==> src/rtl/ps2_host_tx.sv <==
// rtl/ps2_host_tx.sv - PS/2 host-to-device command transmitter
// Inhibit, request-to-send, shift start..stop on device clock falls, then check ACK.
module ps2_host_tx #(
  parameter int INHIBIT_CYCLES = 5000,
  parameter int TIMEOUT_CYCLES = 100000,
  parameter int CNT_W          = 17
) (
  input  logic       clk,
  input  logic       rst,
  input  logic [7:0] tx_data,
  input  logic       tx_valid,
  output logic       tx_ready,
  output logic       busy,
  output logic       done,
  output logic       err,
  output logic [1:0] err_code,
  input  logic       ps2_clk,
  input  logic       ps2_data,
  output logic       ps2_clk_oe,
  output logic       ps2_data_oe
);

  typedef enum logic [2:0] {
    S_IDLE, S_INHIBIT, S_RTS, S_SEND, S_ACK, S_RELEASE
  } state_t;

  localparam logic [CNT_W-1:0] INH_LAST = CNT_W'(INHIBIT_CYCLES - 1);
  localparam logic [CNT_W-1:0] TO_LAST  = CNT_W'(TIMEOUT_CYCLES - 1);

  state_t           state_q, state_d;
  logic [CNT_W-1:0] cnt_q, cnt_d;
  logic [3:0]       bitcnt_q, bitcnt_d;
  logic [9:0]       frame_q, frame_d;
  logic             clk_oe_q, clk_oe_d;
  logic             data_oe_q, data_oe_d;
  logic             done_q, done_d;
  logic             err_q, err_d;
  logic [1:0]       err_code_q, err_code_d;
  logic [2:0]       clk_sync_q, clk_sync_d;
  logic [1:0]       data_sync_q, data_sync_d;
  logic             fe, sdata, timeout, abort;

  assign fe      = clk_sync_q[2] & ~clk_sync_q[1];
  assign sdata   = data_sync_q[1];
  // A device clock fall in the expiry cycle rescues the transfer.
  assign timeout = ~fe & (cnt_q == TO_LAST);

  always_comb begin
    state_d     = state_q;
    cnt_d       = cnt_q;
    bitcnt_d    = bitcnt_q;
    frame_d     = frame_q;
    clk_oe_d    = clk_oe_q;
    data_oe_d   = data_oe_q;
    err_code_d  = err_code_q;
    done_d      = 1'b0;
    err_d       = 1'b0;
    abort       = 1'b0;
    clk_sync_d  = {clk_sync_q[1:0], ps2_clk};
    data_sync_d = {data_sync_q[0], ps2_data};

    case (state_q)
      S_IDLE: begin
        clk_oe_d  = 1'b0;
        data_oe_d = 1'b0;
        if (tx_valid) begin
          frame_d    = {1'b1, ~^tx_data, tx_data};
          cnt_d      = '0;
          bitcnt_d   = '0;
          err_code_d = 2'b00;
          clk_oe_d   = 1'b1;
          state_d    = S_INHIBIT;
        end
      end
      S_INHIBIT: begin
        cnt_d = cnt_q + 1'b1;
        if (cnt_q == INH_LAST) begin
          data_oe_d = 1'b1;
          state_d   = S_RTS;
        end
      end
      S_RTS: begin
        clk_oe_d = 1'b0;
        cnt_d    = '0;
        state_d  = S_SEND;
      end
      S_SEND: begin
        cnt_d = fe ? '0 : cnt_q + 1'b1;
        if (fe) begin
          data_oe_d = ~frame_q[bitcnt_q];
          bitcnt_d  = bitcnt_q + 1'b1;
          if (bitcnt_q == 4'd9) state_d = S_ACK;
        end else if (timeout) begin
          abort = 1'b1;
        end
      end
      S_ACK: begin
        cnt_d = fe ? '0 : cnt_q + 1'b1;
        if (fe) begin
          if (!sdata) begin
            state_d = S_RELEASE;
          end else begin
            clk_oe_d   = 1'b0;
            data_oe_d  = 1'b0;
            err_d      = 1'b1;
            err_code_d = 2'b01;
            state_d    = S_IDLE;
          end
        end else if (timeout) begin
          abort = 1'b1;
        end
      end
      S_RELEASE: begin
        cnt_d = fe ? '0 : cnt_q + 1'b1;
        if (clk_sync_q[1] && sdata) begin
          done_d  = 1'b1;
          state_d = S_IDLE;
        end else if (timeout) begin
          abort = 1'b1;
        end
      end
      default: state_d = S_IDLE;
    endcase

    if (abort) begin
      clk_oe_d   = 1'b0;
      data_oe_d  = 1'b0;
      err_d      = 1'b1;
      err_code_d = 2'b10;
      state_d    = S_IDLE;
    end
  end

  always_ff @(posedge clk or negedge rst) begin
    if (!rst) begin
      state_q     <= S_IDLE;
      cnt_q       <= '0;
      bitcnt_q    <= '0;
      frame_q     <= '0;
      clk_oe_q    <= 1'b0;
      data_oe_q   <= 1'b0;
      done_q      <= 1'b0;
      err_q       <= 1'b0;
      err_code_q  <= 2'b00;
      clk_sync_q  <= 3'b111;
      data_sync_q <= 2'b11;
    end else begin
      state_q     <= state_d;
      cnt_q       <= cnt_d;
      bitcnt_q    <= bitcnt_d;
      frame_q     <= frame_d;
      clk_oe_q    <= clk_oe_d;
      data_oe_q   <= data_oe_d;
      done_q      <= done_d;
      err_q       <= err_d;
      err_code_q  <= err_code_d;
      clk_sync_q  <= clk_sync_d;
      data_sync_q <= data_sync_d;
    end
  end

  assign tx_ready    = (state_q == S_IDLE);
  assign busy        = (state_q != S_IDLE);
  assign done        = done_q;
  assign err         = err_q;
  assign err_code    = err_code_q;
  assign ps2_clk_oe  = clk_oe_q;
  assign ps2_data_oe = data_oe_q;

endmodule

==> config.mk <==
export PLATFORM = sky130hd
export DESIGN_NAME = ps2_host_tx
export DESIGN_NICKNAME = d
export VERILOG_FILES = /design/src/rtl/ps2_host_tx.sv
export SDC_FILE = /design/constraint.sdc
export NUM_CORES = 1
export LEC_CHECK = 0
export ABC_AREA = 1
export CORE_ASPECT_RATIO = 1.4
export CORE_MARGIN = 8
export CORE_UTILIZATION = 25
export CTS_CLUSTER_SIZE = 12
export DETAILED_ROUTE_END_ITERATION = 7
export GPL_TIMING_DRIVEN = 0
export PLACE_DENSITY = 0.39
export SLEW_MARGIN = 20
export SYNTH_ARGS = -nofsm -noshare
export SYNTH_HDL_FRONTEND = slang
export SYNTH_SLANG_ARGS = --single-unit
export TNS_END_PERCENT = 100
==> constraint.sdc <==
create_clock -name clk -period 2.6 [get_ports clk]
set_input_delay 0.78 -clock clk [delete_from_list [all_inputs] [get_ports clk]]
set_output_delay 0.78 -clock clk [all_outputs]
set_load 0.1 [all_outputs]
==> results.json <==
{
  "synth_compound_area_frac": 0.0967,
  "dpl.hpwl_um": 5790,
  "top_layer_used": "met4",
  "yosysWarningCount": 0,
  "crit_chain": "clkdlybuf4s50_1",
  "p_leak_nw": 1.47,
  "grt_pass1_vias": 2597,
  "rsz0062_at_grt": "no",
  "dr.first_iter.drc_count": 73,
  "drc": 0,
  "total_power_mw": 1.40,
  "cts_root_buf": "clkbuf_16",
  "fin_nets": 412,
  "ys_seq_area_frac": 0.427,
  "holdWs_ns": 0.356,
  "syn2layout_area_growth_pct": 19.2,
  "timing.max_cap.violations": 0,
  "crit_arrival_ns": 1.75,
  "core_um2": 10300,
  "dr_wl_met2_um": 4090,
  "final_hold_viol_count": 0,
  "syn_area_um2": 2650,
  "synth-seq-cells": 45,
  "cts.sinks": 45,
  "antenna_found_initial": 0,
  "maxSlewHeadroom": 0.351,
  "worst_setup_path_start_kind": "register",
  "endpoint_kind": "primary output",
  "ios": 21,
  "syn_inst": 369,
  "initial_utilization": 0.256,
  "muxShareOfSynthArea": 0,
  "drive_gt1_frac": 0.0982,
  "grt_pass1_wl_um": 13000,
  "crit_fanout": 1,
  "n_antenna_cell": 0,
  "worstHoldPathType": "register to register",
  "yosys.area_share.xor_xnor": 0.0363,
  "detail_route.first_pass.iterations": 4,
  "grt_max_degree": 46,
  "synthSimpleGateAreaFrac": 0.346,
  "clockBufferDepth": 2,
  "setup_viol": 0,
  "n_fill_cell": 1198,
  "die_w_um": 103,
  "die_h_um": 138,
  "vias_per_cell": 4.54,
  "peakVddDrop_v": 0.000205,
  "gp_congestion": 0.830,
  "clkLatencyLatePin_ns": 0.29,
  "power_density_nw_per_um2": 443,
  "max_stage_delay_ns": 1.12,
  "synth_cell_types": 29,
  "syn-num-nets": 385,
  "synth_edf_count": 0,
  "synthArstFlopShare": 1.00,
  "crit_buf_inv": 1,
  "synthAdderAreaFrac": 0.0141,
  "synth-main-ff-cell": "dfrtp_1",
  "fin_worst_skew_ns": 0.00711,
  "crit_family": "buffers and inverters",
  "cts_setup_buffers": 0,
  "crit_required_ns": 1.82,
  "fin_crit_sh": 0.972,
  "post_drt_wl_per_cell_um": 13.7,
  "r2r_slack_ns": 0.66,
  "port_buffers": 20,
  "route.vias.total": 2427,
  "cts_max_level": 2,
  "ant_nets": 0,
  "met1_length_um": 2900,
  "slowest_stage": "clkdlybuf4s50_1",
  "cts-buffers-inserted": 5,
  "syn_area_per_cell_um2": 7.19,
  "grt_overflow": 0,
  "tightest_slew_ns": 0.973,
  "timing.final.ws_setup_ns": 0.0741,
  "status": "finished clean",
  "fmaxAchievable_ghz": 0.396,
  "critPathKind": "register to primary output",
  "routed_wl_um": 7340,
  "dieArea_um2": 14200,
  "met3_length_um": 166,
  "pre_cts_ws_ns": -0.278,
  "num_rows": 44,
  "cts_tree": "built",
  "track_usage": 0.119,
  "maxSlewViolCount": 0,
  "path_clk_slew_ns": 0.07,
  "synth_top_family_by_area": "simple AND/OR/NAND/NOR gates",
  "layout_min_cycle_time_ns": 2.53
}
registers in the layout, summed over array words and instances, names as in the netlist:
name and count:
cnt_q 17, done 1, frame_q 10, bitcnt_q 4
data_sync_q 2, ps2_clk_oe 1, clk_sync_q 3, ps2_data_oe 1
err_code 2, err 1, state_q 3
final timing paths:
check                           endpoint          start  cells past startpoint
setup / recovery                    done           done                      1
hold / removal             clk_sync_q[1]  clk_sync_q[0]                      0
setup reg to reg             ps2_data_oe       cnt_q[0]                     10
hold reg to reg            clk_sync_q[1]  clk_sync_q[0]                      0
max in group asynchronous     ps2_clk_oe            rst                      1
min in group asynchronous       cnt_q[0]            rst                      1
stage by stage:
step / cells / area, µm² / TNS (ns) / util
5_1_grt: 535 / 3160 / 0 / 0.306
3_5_place_dp: 527 / 3020 / -0.440 / 0.292
6_report: 535 / 3160 / 0 / 0.306
3_3_place_gp: 527 / 3030 / -30.37 / 0.292
4_1_cts: 535 / 3160 / 0 / 0.306
2_1_floorplan: 369 / 2650 / 0 / -
what timing repair did:
item                                    in CTS  in global routing
resized for setup                            7                  7
endpoints found under the hold margin        0                  0
hold buffers                                 0                  0
cloned                                       0                  0
endpoints found under the setup margin       2                  6
routing by layer:
metal  up-vias  track usage
li1       1237            -
met1      1144        0.121
met2        33        0.226
met3        13       0.0226
met4         0       0.0525
met5         -            0
Yosys cell counts, types with 2 or more instances:
cell type,number,share of area
a21oi_1,11,0.021
nand2_1,102,0.14
buf_2,3,0.0057
xnor2_1,6,0.020
nand2_2,5,0.012
dfrtp_1,40,0.38
nor2_1,44,0.062
nor2_2,3,0.0071
ha_1,3,0.014
xor2_1,5,0.017
nand3_1,37,0.070
o21ai_1,6,0.011
nor3_1,7,0.013
nand4_1,9,0.021
inv_1,45,0.064
o21ai_0,17,0.032
inv_2,5,0.0071
nand2_4,2,0.0085
o211ai_1,5,0.014
dfstp_2,5,0.050
layout make-up:
type	count	area (µm²)	share of cell area
Inverter	51	194	0.0613
Multi-Input combinational cell	269	1310	0.414
Timing Repair Buffer	20	198	0.0625
Clock inverter	2	10.0	0.00316
Tap cell	138	173	0.0546
Sequential cell	45	1130	0.358
Clock buffer	6	129	0.0407
Buffer	4	18.8	0.00593
power by group:
group	total (mW)	leakage [nW]	internal [mW]	switching, mW
registers	0.710	0.497	0.707	0.00272
logic	0.0617	0.904	0.0286	0.0331
clock network	0.629	0.0706	0.354	0.276
total	1.40	1.47	1.09	0.312
logic make-up (layout without fill, tap and decap cells):
logic type,after synthesis,count (layout)
buffers and inverters,55,83
AO/OA/AOI/OAI,44,44
XOR/XNOR,11,11
adder cells (fa/ha/maj),3,3
AND/OR/NAND/NOR,211,211
flip-flops,45,45
placed cells by master (no fill, tap or decap), types with 2 or more instances in the layout:
cell type and n:
nand2_1 102, inv_1 45, nor2_1 44, dfrtp_1 40, nand3_1 37, o21ai_0 17, clkdlybuf4s50_1 13, a21oi_1 11
nand4_1 9, nor3_1 7, o21ai_1 6, xnor2_1 6, inv_2 5, nand2_2 5, buf_2 5, xor2_1 5
o211ai_1 5, dfstp_2 5, clkbuf_16 5, dlymetal6s2s_1 4, nor2_2 3, ha_1 3, nand2_4 2, clkbuf_1 2
clkinv_2 2
(Power assumes the default switching activity.)
